## src/rtl/div_sched_pkg.sv

```systemverilog
// div_sched_pkg: shared types, sizes and helpers for the shared-divider scheduler.
package div_sched_pkg;

  localparam int DIV_W     = 32;
  // The op record is sized for the widest supported tag and requester index.
  localparam int MAX_TAG_W = 16;
  localparam int MAX_ID_W  = 3;

  typedef enum logic [1:0] {
    IDLE  = 2'd0,
    ISSUE = 2'd1,
    RUN   = 2'd2
  } state_t;

  typedef struct packed {
    logic                 sign;
    logic [DIV_W-1:0]     dividend;
    logic [DIV_W-1:0]     divisor;
    logic [MAX_TAG_W-1:0] tag;
    logic [MAX_ID_W-1:0]  id;
  } div_op_t;

  // (base + off) mod n, assuming base < n and off <= n.
  function automatic int wrap_add(int base, int off, int n);
    int sum;
    sum = base + off;
    return (sum >= n) ? sum - n : sum;
  endfunction

endpackage

```

## src/rtl/div_scheduler_rr_arbiter.sv

```systemverilog
// rr_arbiter: combinational round-robin pick, first active request at or after ptr.
module rr_arbiter
  import div_sched_pkg::*;
#(
  parameter  int NUM_REQ = 2,
  localparam int ID_W    = $clog2(NUM_REQ)
) (
  input  logic [NUM_REQ-1:0] req,
  input  logic [ID_W-1:0]    ptr,
  output logic [NUM_REQ-1:0] grant,
  output logic [ID_W-1:0]    grant_idx,
  output logic               grant_any
);

  // Walk the requesters starting at the pointer and grant the first one asking.
  always_comb begin
    logic [ID_W-1:0] idx;
    grant     = '0;
    grant_idx = '0;
    grant_any = 1'b0;
    idx       = '0;
    for (int i = 0; i < NUM_REQ; i++) begin
      idx = ID_W'(wrap_add(32'(ptr), i, NUM_REQ));
      if (!grant_any && req[idx]) begin
        grant_any  = 1'b1;
        grant[idx] = 1'b1;
        grant_idx  = idx;
      end
    end
  end

endmodule

```

## src/rtl/div_scheduler.sv

```systemverilog
// div_scheduler: shares one iterative divider between NUM_REQ requesters and
// returns results through a one-entry valid/ready response buffer.
// TAG_W must not exceed MAX_TAG_W and NUM_REQ must be in 2..8.
module div_scheduler
  import div_sched_pkg::*;
#(
  parameter  int NUM_REQ = 2,
  parameter  int TAG_W   = 4,
  localparam int ID_W    = $clog2(NUM_REQ)
) (
  input  logic                     clk_i,
  input  logic                     reset_i,
  input  logic                     flush_i,
  input  logic                     freeze_i,
  input  logic [NUM_REQ-1:0]       req_valid_i,
  output logic [NUM_REQ-1:0]       req_ready_o,
  input  logic [NUM_REQ-1:0]       req_sign_i,
  input  logic [NUM_REQ*DIV_W-1:0] req_dividend_i,
  input  logic [NUM_REQ*DIV_W-1:0] req_divisor_i,
  input  logic [NUM_REQ*TAG_W-1:0] req_tag_i,
  output logic                     rsp_valid_o,
  input  logic                     rsp_ready_i,
  output logic [ID_W-1:0]          rsp_id_o,
  output logic [TAG_W-1:0]         rsp_tag_o,
  output logic [DIV_W-1:0]         rsp_quotient_o,
  output logic [DIV_W-1:0]         rsp_remainder_o,
  output logic                     busy_o,
  output logic                     div_start_o,
  output logic                     div_stall_o,
  output logic                     div_sign_o,
  output logic [DIV_W-1:0]         div_dividend_o,
  output logic [DIV_W-1:0]         div_divisor_o,
  input  logic [DIV_W-1:0]         div_quotient_i,
  input  logic [DIV_W-1:0]         div_remainder_i,
  input  logic                     div_valid_i
);

  state_t          state;
  logic [ID_W-1:0] rr_ptr;
  logic [ID_W-1:0] next_ptr;
  div_op_t         op;
  div_op_t         next_op;

  logic [NUM_REQ-1:0] grant;
  logic [ID_W-1:0]    grant_idx;
  logic               grant_any;

  logic accept;
  logic rsp_free;
  logic capture;
  logic unused_op_bits;

  rr_arbiter #(.NUM_REQ(NUM_REQ)) arbiter (
    .req       (req_valid_i),
    .ptr       (rr_ptr),
    .grant     (grant),
    .grant_idx (grant_idx),
    .grant_any (grant_any)
  );

  // A request is taken only from IDLE, and never while flushing, freezing or in reset.
  assign accept   = reset_i && (state == IDLE) && grant_any && !flush_i && !freeze_i;
  assign rsp_free = !rsp_valid_o || rsp_ready_i;
  // The divider result moves into the buffer only when the buffer has room this cycle.
  assign capture  = (state == RUN) && div_valid_i && rsp_free && !flush_i && !freeze_i;
  assign next_ptr = ID_W'(wrap_add(32'(grant_idx), 1, NUM_REQ));

  assign req_ready_o    = accept ? grant : '0;
  assign busy_o         = (state != IDLE);
  assign div_start_o    = reset_i && (state != IDLE) && !flush_i;
  // Stall the divider on freeze, or when its result is ready but cannot be stored.
  assign div_stall_o    = reset_i && !flush_i &&
                          (freeze_i || ((state == RUN) && div_valid_i && !rsp_free));
  assign div_sign_o     = op.sign;
  assign div_dividend_o = op.dividend;
  assign div_divisor_o  = op.divisor;

  // The upper tag/id bits are only there for wider configurations.
  assign unused_op_bits = ^{op.tag, op.id};

  // Mux the granted requester's operands into an op record.
  always_comb begin
    next_op    = '0;
    next_op.id = MAX_ID_W'(grant_idx);
    for (int k = 0; k < NUM_REQ; k++) begin
      if (grant[k]) begin
        next_op.sign              = req_sign_i[k];
        next_op.dividend          = req_dividend_i[k*DIV_W +: DIV_W];
        next_op.divisor           = req_divisor_i[k*DIV_W +: DIV_W];
        next_op.tag[TAG_W-1:0]    = req_tag_i[k*TAG_W +: TAG_W];
      end
    end
  end

  // Scheduler FSM: latch a winner, spend one cycle loading the divider, then wait for it.
  always_ff @(posedge clk_i or negedge reset_i) begin
    if (!reset_i) begin
      state  <= IDLE;
      rr_ptr <= '0;
      op     <= '0;
    end else if (flush_i) begin
      state <= IDLE;
    end else if (!freeze_i) begin
      unique case (state)
        IDLE: begin
          if (accept) begin
            state  <= ISSUE;
            op     <= next_op;
            rr_ptr <= next_ptr;
          end
        end
        ISSUE: state <= RUN;
        RUN: begin
          if (capture) state <= IDLE;
        end
        default: state <= IDLE;
      endcase
    end
  end

  // One-entry response buffer; drains on handshake and refills in the same cycle.
  always_ff @(posedge clk_i or negedge reset_i) begin
    if (!reset_i) begin
      rsp_valid_o     <= 1'b0;
      rsp_id_o        <= '0;
      rsp_tag_o       <= '0;
      rsp_quotient_o  <= '0;
      rsp_remainder_o <= '0;
    end else if (flush_i) begin
      rsp_valid_o     <= 1'b0;
      rsp_id_o        <= '0;
      rsp_tag_o       <= '0;
      rsp_quotient_o  <= '0;
      rsp_remainder_o <= '0;
    end else if (capture) begin
      rsp_valid_o     <= 1'b1;
      rsp_id_o        <= op.id[ID_W-1:0];
      rsp_tag_o       <= op.tag[TAG_W-1:0];
      rsp_quotient_o  <= div_quotient_i;
      rsp_remainder_o <= div_remainder_i;
    end else if (rsp_valid_o && rsp_ready_i) begin
      rsp_valid_o <= 1'b0;
    end
  end

endmodule

```

## config.mk

```make
export PLATFORM = sky130hd
export DESIGN_NAME = div_scheduler
export DESIGN_NICKNAME = d
export VERILOG_FILES = /design/src/rtl/div_sched_pkg.sv /design/src/rtl/div_scheduler_rr_arbiter.sv /design/src/rtl/div_scheduler.sv
export SDC_FILE = /design/constraint.sdc
export NUM_CORES = 1
export LEC_CHECK = 0
export CAP_MARGIN = 5
export CORE_MARGIN = 4
export CORE_UTILIZATION = 38
export DETAILED_ROUTE_END_ITERATION = 12
export PLACE_DENSITY = 0.8
export SLEW_MARGIN = 15
export SYNTH_ARGS = -nofsm -noshare
export SYNTH_HDL_FRONTEND = slang
export SYNTH_HIERARCHICAL = 1
export SYNTH_SLANG_ARGS = --single-unit
```

## constraint.sdc

```tcl
create_clock -name clk_i -period 2.2 [get_ports clk_i]
set_clock_uncertainty 0.2 [all_clocks]
set_input_delay 0.44 -clock clk_i [delete_from_list [all_inputs] [get_ports clk_i]]
set_output_delay 0.44 -clock clk_i [all_outputs]
set_load 0.02 [all_outputs]
```

# Word level (Yosys, flattened, before mapping)
# Index checks and enable logic that the tools add are counted.
word_totals:
  regBits: 143
  latch_bits: 0
  mem_bits_rw: 0
  romBits: 0
  in_bits: 210
  out_inout_bits: 140
  elab_cells: 100
  memories: 0
op_classes:
  add_sub_neg: 5
  multipliers: 0
  div: 0
  n_lt_le_gt_ge: 7
  eq_ne: 5
  n_shift: 0
  muxes: 38
  bitwise_logic: 3
  n_reduce_logical: 30
op_table:
  columns: ["cell", "n"]
  rows:
  - ["$mux W65", 2]
  - ["$mux W32", 4]
  - ["$mux W1", 18]
  - ["$logic_and A1 B1 Y1", 17]
  - ["$mux W4", 4]
  - ["$mux W2", 7]
  - ["$ne A3 B3 Y1 const B", 2]
  - ["$pmux W2 S3", 1]
  - ["$logic_not A1 Y1", 5]
  - ["$add A1 B1 Y2 const B", 2]
  - ["$ge A2 B2 Y1 const B", 2]
  - ["$lt A1 B2 Y1 const B", 2]
  - ["$reduce_and A4 Y1", 1]
  - ["$reduce_bool A2 Y1", 2]
  - ["$reduce_and A3 Y1", 1]
  - ["$reduce_bool A3 Y1", 1]
  - ["$sub A1 B1 Y1 const B", 3]
  - ["$demux W1 S1", 2]
  - ["$eq A2 B1 Y1 const B", 1]
  - ["$eq A2 B2 Y1 const B", 1]
  - ["$ge A1 B1 Y1 const B", 2]
  - ["$ge A1 B2 Y1 const B", 1]
  - ["$logic_not A2 Y1", 1]
  - ["$logic_or A1 B1 Y1", 2]
  - ["other kinds (3)", 4]

# Logic depth before layout (Yosys ltp)
# Gate-level depths: netlist (run 1).
logic_depth:
  word_depth: 15
  ltp_mapped: 8
  ltp_nobuf: 5

# By module
# Netlist (run 1), hierarchy kept.
modules_own_cells:
  columns: ["mod", "instances", "cells_per_inst", "area_per_inst_um2"]
  rows:
  - ["div_scheduler", 1, 659, 7454.6]
  - ["rr_arbiter", 1, 5, 32.5]

# Worst setup path before layout (run 1)
# Ideal clock, no wire load.
synth_timing:
  kind: "in2out"
  start: "input port flush_i"
  end: "output port req_ready_o[0]"
  t_arrival_ns: 1.858
  path_slack_ns: -0.298
  path_stages: 6
  path_buffers: 3
  path_cell_list: "clkbuf_1 > nand2b_1 > or4b_4 > buf_6 > buf_6 > nor2_1"
synth_via:
  elab_chain_len: 4
synth_lines:
  columns: ["item", "line_no", "text"]
  rows:
  - ["from (decl)", "div_scheduler.sv:13", "input logic flush_i,"]
  - ["$logic_not A1 Y1", "div_scheduler.sv:62", "assign accept = reset_i && (state == IDLE) && grant_any && !flush_i && !freeze_i;"]
  - ["$logic_and A1 B1 Y1 (2 in a row)", "div_scheduler.sv:62", null]
  - ["$mux W2", "div_scheduler.sv:68", "assign req_ready_o = accept ? grant : '0;"]
  - ["to (decl)", "div_scheduler.sv:16", "output logic [NUM_REQ-1:0] req_ready_o,"]
# Every way passes these cells.

# Final worst setup path (run 1)
layout_timing:
  start: "register state[0]"
  end: "output port req_ready_o[1]"
layout_via:
  elab_chain_len: 6
layout_lines:
  columns: ["item", "line_no", "text"]
  rows:
  - ["from (decl)", "div_scheduler.sv:38", "state_t state;"]
  - ["from (signal assigned)", "div_scheduler.sv:98", "state <= IDLE;"]
  - ["from (signal assigned)", "div_scheduler.sv:102", "state <= IDLE;"]
  - ["from (signal assigned)", "div_scheduler.sv:107", "state <= ISSUE;"]
  - ["$logic_not A2 Y1", "div_scheduler.sv:62", null]
  - ["$logic_and A1 B1 Y1 (4 in a row)", "div_scheduler.sv:62", null]
  - ["$mux W2", "div_scheduler.sv:68", null]
# Every way passes these cells.

==> impl_metrics.tcl, run 1 <==
set metrics [dict create \
    hold_depth 1 \
    path_delay_family "simple AND/OR/NAND/NOR gates" \
    grt_setup_unrepaired "true" \
    status "complete, but fails checks" \
    grtUsageTotal_pct 21.2 \
    vias 6472 \
    worst-path-stages 4 \
    grt_pass1_vias 6764 \
    io_buffers 349 \
    slowest_stage "or4b_4" \
    power.density_nw_per_um2 769 \
    routabilityCongestion 0.786 \
    antenna_found_initial 2 \
    irDropWorstVdd_mv 0.503 \
    worst-path-buf-inv 1 \
    cts_num_sinks 143 \
    num_rows 51 \
    drive_gt1_share_pct 17.3 \
    fin_crit_sh_pct 112 \
    setup_viol 70 \
    dieHeight_um 148 \
    cellLeakagePower_nw 4.98 \
    dp_cells 1173 \
    clk_pin_slew_worst_paths_ns 0.06 \
    ys_ff_latch 143 \
    fin_nets 1144 \
    hold_viol_final 0 \
    cts-root-buf "clkbuf_16" \
    worst_pin_slew_ns 0.861 \
    initialDrtViolationCount 265 \
    synthCells 664 \
    initial_core_util_pct 38.6 \
    syn-cell-area_um2 7490 \
    finalNonFillerCells 1212 \
    finalCoreUtilization_pct 60.6 \
    syn_area_per_cell_um2 11.3 \
    arrival_ns 1.82 \
    coreArea_um2 19400 \
    cts_buffers 17 \
    cp.required_ns 1.56 \
    crit_chain "or2_4, or4b_4, nor2_4, buf_6" \
    period_needed_ns 2.46 \
    hold_class "reg2reg" \
    drc 0 \
    critPathKind "reg2out" \
    dieWidth_um 148 \
    start_kind "flip-flop" \
    yosys_warnings 6 \
    finalMaxSlewViolations 0 \
    cpPeakStageDelay_ns 0.54 \
    place_hpwl_um 16600 \
    ioPinCount 350 \
    clkLatencyLatePin_ns 0.41 \
    finalWirelength_um 24000 \
    synth.distinct_cells 27 \
    die_area_um2 22000 \
    cts_tree "built" \
    ys_seq_area_share_pct 47.8 \
    dr.pass1.iters 4 \
    ant_nets 0 \
    path_max_fanout 3 \
    grt-ovfl-total 0 \
    cp-end-kind "output pin" \
    total_power_mw 9.04 \
    place_ws_ns -0.679 \
    slew-limit-headroom_pct 42.6 \
    clockBufferDepth 2 \
    antennaDiodeCount 0 \
    syn_nets 874 \
    max_cap_viol_count 0 \
    ctsHtreeMaxLevel 4 \
    grt_max_degree 73 \
    reg2reg_depth 6 \
    wl_per_cell_um 19.8 \
    violations "setup timing" \
    fin_ws_ns -0.261 \
    fmax_mhz 406 \
    grt_first_pass_wirelength_um 37100 \
    area_delta_synth_final_pct 57.1 \
    viasPerCell 5.34 \
]
## final cells by class
class | count | area, um2
inverters | 5 | 18.8
repair buffers | 392 | 4070
fillers | 1614 | 7640
flip-flops and latches | 143 | 3580
multi-input cells | 375 | 3130
clock inverters | 12 | 173
well taps | 265 | 332
clock buffers | 20 | 467
## flip-flops by register name (all words and copies together) (netlist names)
signal	count
div_dividend_o	32
div_divisor_o	32
div_sign_o	1
op	5
rr_ptr	1
rsp_id_o	1
rsp_quotient_o	32
rsp_remainder_o	32
rsp_tag_o	4
rsp_valid_o	1
state	2
## cells by family (layout without fill, tap and decap cells)
group / Yosys count / in the layout / synth area share (%)
AOI/OAI and AO/OA: 216 / 216 / 20.3
buffers and inverters: 146 / 429 / 11.2
DFF: 143 / 143 / 47.8
muxes: 71 / 71 / 13.5
and+or+nand+nor: 88 / 88 / 7.20
## cells in the final DEF (no fill, tap or decap), types with 4 or more instances in the layout
cell type,count
a21oi_1,71
a22o_1,67
buf_12,11
buf_4,25
buf_6,4
clkbuf_16,18
clkdlybuf4s50_1,341
dfrtp_1,143
inv_1,4
inv_6,4
mux2_2,14
mux2_4,56
nand2_1,5
nand4_1,69
o31ai_1,69
## power breakdown
group	switching, mW	leakage (nW)	internal, mW
clock network	1.19	0.312	1.91
registers	0.234	1.91	3.01
logic	1.14	2.76	1.56
## worst paths after layout
path,startpoint,to,slack (ns)
max,state[0],req_ready_o[1],-0.26
min,div_sign_o,div_sign_o,0.31
max reg2reg,state[0],div_dividend_o[17],-0.23
min reg2reg,div_sign_o,div_sign_o,0.31
max in group asynchronous,reset_i,div_dividend_o[5],0.37
min in group asynchronous,reset_i,rsp_quotient_o[9],0.33
## per-stage QoR
step | setup TNS [ns] | cell area (um2) | hold WS (ns)
after floorplan | -0.217 | 7530 | -0.0556
after global placement | -36.93 | 10900 | 0.193
after detailed placement | -40.59 | 10900 | 0.199
after CTS | -9.27 | 11700 | 0.295
after global routing | -11.31 | 11800 | 0.316
final | -8.44 | 11800 | 0.310
## layer usage
layer / up-vias / wire length (um) / global-route usage (%)
met2: 298 / 12100 / 36.0
met4: 4 / 433 / 6.19
met3: 34 / 2330 / 7.86
met1: 3143 / 9160 / 25.2
li1: 2993 / - / -
met5: - / 27 / 0
## timing repair
action                                  CTS  global route
hold buffers                              1             0
endpoints found under the hold margin    13             0
pin swaps                                 4             2
buffers inserted                          2             1
endpoints found under the setup margin   64            73
gates resized for setup                  34            10
gates cloned                              3             1
## synth_stat cells
library cell  count  area (um2)
and3b_1           1        8.76
or4b_4            1        13.8
a21oi_1          72         360
nand4_1          69         432
nand3b_1          1        7.51
buf_6             7        78.8
o21ai_0           3        15.0
nand2_1           5        18.8
buf_4            64         480
inv_1             4        15.0
clkbuf_1         66         248
nor2b_1           3        18.8
buf_2             1        5.00
mux2i_1           1        10.0
a311oi_1          1        8.76
nand2b_1          2        12.5
buf_1             3        11.3
a21boi_1          3        22.5
a21o_1            1        7.51
o31ai_1          69         518
dfrtp_1         143        3580
mux2_2           14         158
nor2_1            4        15.0
a22o_1           67         587
or2_1             2        12.5
inv_2             1        3.75
mux2_4           56         841
No activity file was read; power rests on OpenSTA's default activity.
==> inputs of run 2 (changes only) <==
--- a/config.mk
+++ b/config.mk
@@ -6,9 +6,9 @@
 export NUM_CORES = 1
 export LEC_CHECK = 0
 export CAP_MARGIN = 5
-export CORE_MARGIN = 4
 export CORE_UTILIZATION = 38
 export DETAILED_ROUTE_END_ITERATION = 12
+export HOLD_SLACK_MARGIN = 0.08
 export PLACE_DENSITY = 0.8
 export SLEW_MARGIN = 15
 export SYNTH_ARGS = -nofsm -noshare
==> run 2 against run 1 <==
  * Wire length rose by 0.64%
  * Global-route usage rose by 1.7 points
  * Die area fell by 7.9%
  * Core utilization rose by 1.9 points
  * Total power fell by 0.90%
  * Critical path depth did not move
  * First-iteration DRC count rose by 12%
  * Final cell count did not move
  * Clock-buffer cell count did not move
  * The run ends with hold timing, setup timing left
  * Critical path type unchanged
  * Sequential share of layout area fell by 0.32 points
  * Register-to-register slack improved by 0.12 ns
  * Largest cell class unchanged
  * Via count rose by 0.19%
==> impl_metrics.tcl, run 2 (same netlist as run 1, synthesis figures left out) <==
set metrics [dict create \
    die_area_um2 20300 \
    area_delta_synth_final_pct 58.8 \
    holdWs_ns -0.0669 \
    fin_crit_sh_pct 113 \
    num_rows 50 \
    viasPerCell 5.35 \
    finalWirelength_um 24200 \
    antennaDiodeCount 0 \
    dieHeight_um 142 \
    initialDrtViolationCount 298 \
    clk_pin_slew_worst_paths_ns 0.06 \
    vias 6484 \
    fin_ws_ns -0.277 \
    critPathKind "reg2out" \
    finalSetupTns_ns -6.41 \
    ant_nets 0 \
    cp.required_ns 1.56 \
    cts-root-buf "clkbuf_16" \
    irDropWorstVdd_mv 0.618 \
    grt_max_degree 76 \
    io_buffers 349 \
    antenna_found_initial 0 \
    power.density_nw_per_um2 754 \
    drive_gt1_share_pct 18.0 \
    setup_viol 73 \
    grt_first_pass_wirelength_um 35800 \
    drc 0 \
    grt_pass1_vias 6576 \
    cellLeakagePower_nw 5.04 \
    start_kind "flip-flop" \
    cts_tree "built" \
    arrival_ns 1.84 \
    dr.pass1.iters 5 \
    ioPinCount 350 \
    dp_cells 1163 \
    finalNonFillerCells 1212 \
    status "complete, but fails checks" \
    clkLatencyLatePin_ns 0.40 \
    final_cell_mix "clkdlybuf4s50_1, dfrtp_1, a21oi_1" \
    hold_buffers 1 \
    path_max_fanout 3 \
    hold_class "in2async" \
    cp-end-kind "output pin" \
    routabilityCongestion 0.790 \
    dieWidth_um 142 \
    coreArea_um2 19000 \
    hold_viol_final 44 \
    grtUsageTotal_pct 22.8 \
    initial_core_util_pct 39.4 \
    worst_pin_slew_ns 0.984 \
    cts_num_sinks 143 \
    grt-ovfl-total 0 \
    ctsHtreeMaxLevel 4 \
    wl_per_cell_um 20.0 \
    period_needed_ns 2.48 \
    fmax_mhz 404 \
    fin_nets 1149 \
    max_cap_viol_count 0 \
    final_common_cell "clkdlybuf4s50_1" \
    finalMaxSlewViolations 0 \
    place_hpwl_um 15400 \
    violations "hold timing, setup timing" \
    cts_buffers 17 \
    total_power_mw 8.96 \
    slew-limit-headroom_pct 34.4 \
    grt_setup_unrepaired "true" \
    clockBufferDepth 2 \
    finalCoreUtilization_pct 62.5 \
]
## run 2: cell count changes in the layout (fill, tap and decap cells not counted), sizes merged
cell,delta
clkbuf,+6
buf,+2
bufbuf,-2
bufinv,-1
clkinvlp,+1
dlygate4sd3,-1
## run 2: area by class of cell
class                           instances  area, um2
Clock buffer                           20        467
Clock inverter                         12        148
Fill cell                            1547       7130
Inverter                                5       18.8
Multi-Input combinational cell        375       3130
Sequential cell                       143       3580
Tap cell                              260        325
Timing Repair Buffer                  397       4220
## run 2: worst paths after layout
check	from	endpoint	cells after the start	slack [ns]
setup / recovery	state[0]	req_ready_o[0]	4	-0.28
hold / removal	reset_i	rsp_quotient_o[30]	2	-0.07
setup reg to reg	state[0]	div_divisor_o[28]	6	-0.11
hold reg to reg	div_divisor_o[18]	div_divisor_o[18]	1	0.31
max in group asynchronous	reset_i	div_divisor_o[23]	3	0.43
min in group clk_i	div_divisor_o[18]	div_divisor_o[18]	1	0.31
## run 2: power by group
group / switching, mW / internal, mW
sequential: 0.228 / 3.00
combinational: 1.15 / 1.58
clock: 1.20 / 1.79
total: 2.58 / 6.38
## run 2: repair_timing
item / in CTS / in global routing
cloned: 5 / 8
setup endpoints to repair: 76 / 77
pin swaps: 4 / 1
setup buffers: 2 / 2
endpoints found under the hold margin: 24 / 44
gates resized for setup: 34 / 15
## run 2: metrics by stage
step                setup WS (ns)  cell area [um2]  hold WS, ns
global placement           -0.748            10800        0.288
detailed placement         -0.761            10800        0.291
CTS                        -0.299            11700      -0.0503
finish                     -0.277            11900      -0.0669
floorplan                  -0.109             7530      -0.0556
global route               -0.325            11900      -0.0268
## run 2: metal layers
layer	part of all wire [%]	vias to the layer above	global-route usage, %
li1	-	3003	-
met1	39	3144	27.8
met2	50	297	38.3
met3	8.2	40	6.19
met4	2.9	0	9.00
met5	0	-	0
## run 2: critical path, stage by stage (launching register included)
cell     delay (ns)
dfrtp_1        0.38
or2_4          0.26
or4b_4         0.56
nor2_4         0.12
buf_6          0.12
==> inputs of run 3 (changes only) <==
--- a/config.mk
+++ b/config.mk
@@ -8,6 +8,7 @@
 export CAP_MARGIN = 5
 export CORE_UTILIZATION = 38
 export DETAILED_ROUTE_END_ITERATION = 12
+export GPL_TIMING_DRIVEN = 0
 export HOLD_SLACK_MARGIN = 0.08
 export PLACE_DENSITY = 0.8
 export SLEW_MARGIN = 15
@@ -15,3 +16,4 @@
 export SYNTH_HDL_FRONTEND = slang
 export SYNTH_HIERARCHICAL = 1
 export SYNTH_SLANG_ARGS = --single-unit
+export TNS_END_PERCENT = 100
==> run 3 against run 2 <==
  * Critical path type unchanged
  * Sequential cell count is the same
  * Highest routed layer unchanged
  * Final cell count grew 8.5%
  * Final area increased by 3.3%
  * Largest cell class unchanged
  * The run still ends with hold timing, setup timing left
==> impl_metrics.tcl, run 3 (same netlist as run 1, synthesis figures left out) <==
set metrics [dict create \
    num_rows 50 \
    fin_ws_ns -0.409 \
    dieWidth_um 142 \
    grt_pass1_vias 7016 \
    violations "hold timing, setup timing" \
    place_hpwl_um 18500 \
    hold_viol_final 68 \
    dpl_cell_area_um2 11400 \
    viasPerCell 5.27 \
    dp_cells 1272 \
    slew-limit-headroom_pct 57.4 \
    io_buffers 347 \
    clk_pin_slew_worst_paths_ns 0.06 \
    period_needed_ns 2.61 \
    area_delta_synth_final_pct 64.0 \
    finalMaxSlewViolations 0 \
    ant_nets 0 \
    dieHeight_um 142 \
    finalNonFillerCells 1315 \
    finalCoreUtilization_pct 64.6 \
    routabilityCongestion 0.845 \
    reg2reg_setup_slack_ns -0.08 \
    rr_startpoint "state[0]" \
    critPathKind "reg2out" \
    grt_max_degree 76 \
    clockBufferDepth 2 \
    status "complete, but fails checks" \
    arrival_ns 1.97 \
    wl_per_cell_um 19.1 \
    place_ws_ns -1.29 \
    ctsHtreeMaxLevel 4 \
    final_cell_mix "clkdlybuf4s50_1, dfrtp_1, buf_4" \
    hold_buffers 1 \
    fin_crit_sh_pct 119 \
    coreArea_um2 19000 \
    drive_gt1_share_pct 20.3 \
    power.density_nw_per_um2 804 \
    fin_nets 1251 \
    initial_core_util_pct 39.4 \
    ioPinCount 350 \
    grtUsageTotal_pct 24.4 \
    slowest_stage "or4b_4" \
    dr.pass1.iters 5 \
    grt_setup_unrepaired "true" \
    vias 6928 \
    fill_cells 1535 \
    cp-end-kind "output pin" \
    cpPeakStageDelay_ns 0.57 \
    max_cap_viol_count 0 \
    worst-path-buf-inv 2 \
    cellLeakagePower_nw 5.35 \
    cts_buffers 17 \
    grt-ovfl-total 0 \
    die_area_um2 20300 \
    holdWs_ns -0.289 \
    irDropWorstVdd_mv 0.498 \
    r2r_end "div_dividend_o[0]" \
    grt_first_pass_wirelength_um 38100 \
    path_delay_family "simple AND/OR/NAND/NOR gates" \
    hold_class "in2async" \
    fmax_mhz 383 \
    seq_area_um2 3580 \
    start_kind "flip-flop" \
    postLayoutCellArea_um2 12300 \
    finalWirelength_um 25100 \
    initialDrtViolationCount 413 \
    cts-root-buf "clkbuf_16" \
    clkLatencyLatePin_ns 0.41 \
    final_common_cell "clkdlybuf4s50_1" \
    reg2reg_depth 6 \
    drc 0 \
    antenna_found_initial 1 \
    crit_chain "or2_4, or4b_4, buf_12, nor2_4, buf_6" \
    cts_tree "built" \
    multi_input_area_um2 3100 \
    cp.required_ns 1.56 \
    cts_num_sinks 143 \
    setup_viol 53 \
    path_max_fanout 4 \
    worst_pin_slew_ns 0.639 \
]
-- run 3: cell count changes in the layout (fill, tap and decap cells not counted), moves of 3 or more --
cell | previous run | this run
buf_16 | 8 | 1
bufinv_16 | 2 | 7
dlygate4sd2_1 | 0 | 3
dlymetal6s2s_1 | 0 | 5
clkbuf_16 | 24 | 17
clkbuf_1 | 0 | 53
inv_6 | 5 | 2
clkbuf_2 | 1 | 4
clkdlybuf4s50_1 | 341 | 334
buf_4 | 24 | 76
-- run 3: timing repair --
item | CTS | global route
cloned | 0 | 0
endpoints found under the setup margin | 85 | 70
endpoints found under the hold margin | 69 | 68
pin swaps | 5 | 1
buffers inserted | 9 | 3
gates resized for setup | 51 | 23
-- run 3: layer usage --
layer	part of all wire (%)	vias to the layer above	GRT usage (%)
met5	0	-	0
met4	2.1	0	8.43
met3	9.0	35	7.37
met2	50	331	42.6
met1	38	3349	28.3
li1	-	3213	-
-- run 3: how the worst max path moves through the flow --
stage | from | endpoint | slack (ns) | depth (start not counted)
detailed placement | req_valid_i[1] | req_ready_o[1] | -1.29 | 7
CTS | state[0] | req_ready_o[0] | -0.51 | 6
floorplan | state[1] | req_ready_o[0] | -0.11 | 5
global route | state[0] | req_ready_o[1] | -0.47 | 5
global placement | reset_i | req_ready_o[0] | -6.03 | 7
finish | state[0] | req_ready_o[1] | -0.41 | 5
-- run 3: where the power goes --
group / internal, mW / total [mW] / leakage [nW] / switching (mW)
clock: 2.27 / 3.50 / 0.346 / 1.24
combinational: 1.90 / 3.13 / 3.09 / 1.23
sequential: 3.00 / 3.23 / 1.91 / 0.228
total: 7.18 / 9.87 / 5.35 / 2.70
-- run 3: cell type report --
type | count | share of cell area (%)
buffer | 138 | 7.49
timing repair buffer | 361 | 29.5
antenna | 1 | 0.0204
inverter | 5 | 0.153
clock inverter | 15 | 2.29
sequential | 143 | 29.1
tap | 260 | 2.65
multi-input combinational | 375 | 25.3
clock buffer | 17 | 3.47
-- run 3: stage by stage --
step / power, mW / setup TNS [ns]
floorplan: 4.99 / -0.217
global placement: 6.34 / -1204.59
detailed placement: 6.39 / -85.04
global route: 10.3 / -6.43
finish: 9.87 / -4.53
CTS: 9.93 / -6.05
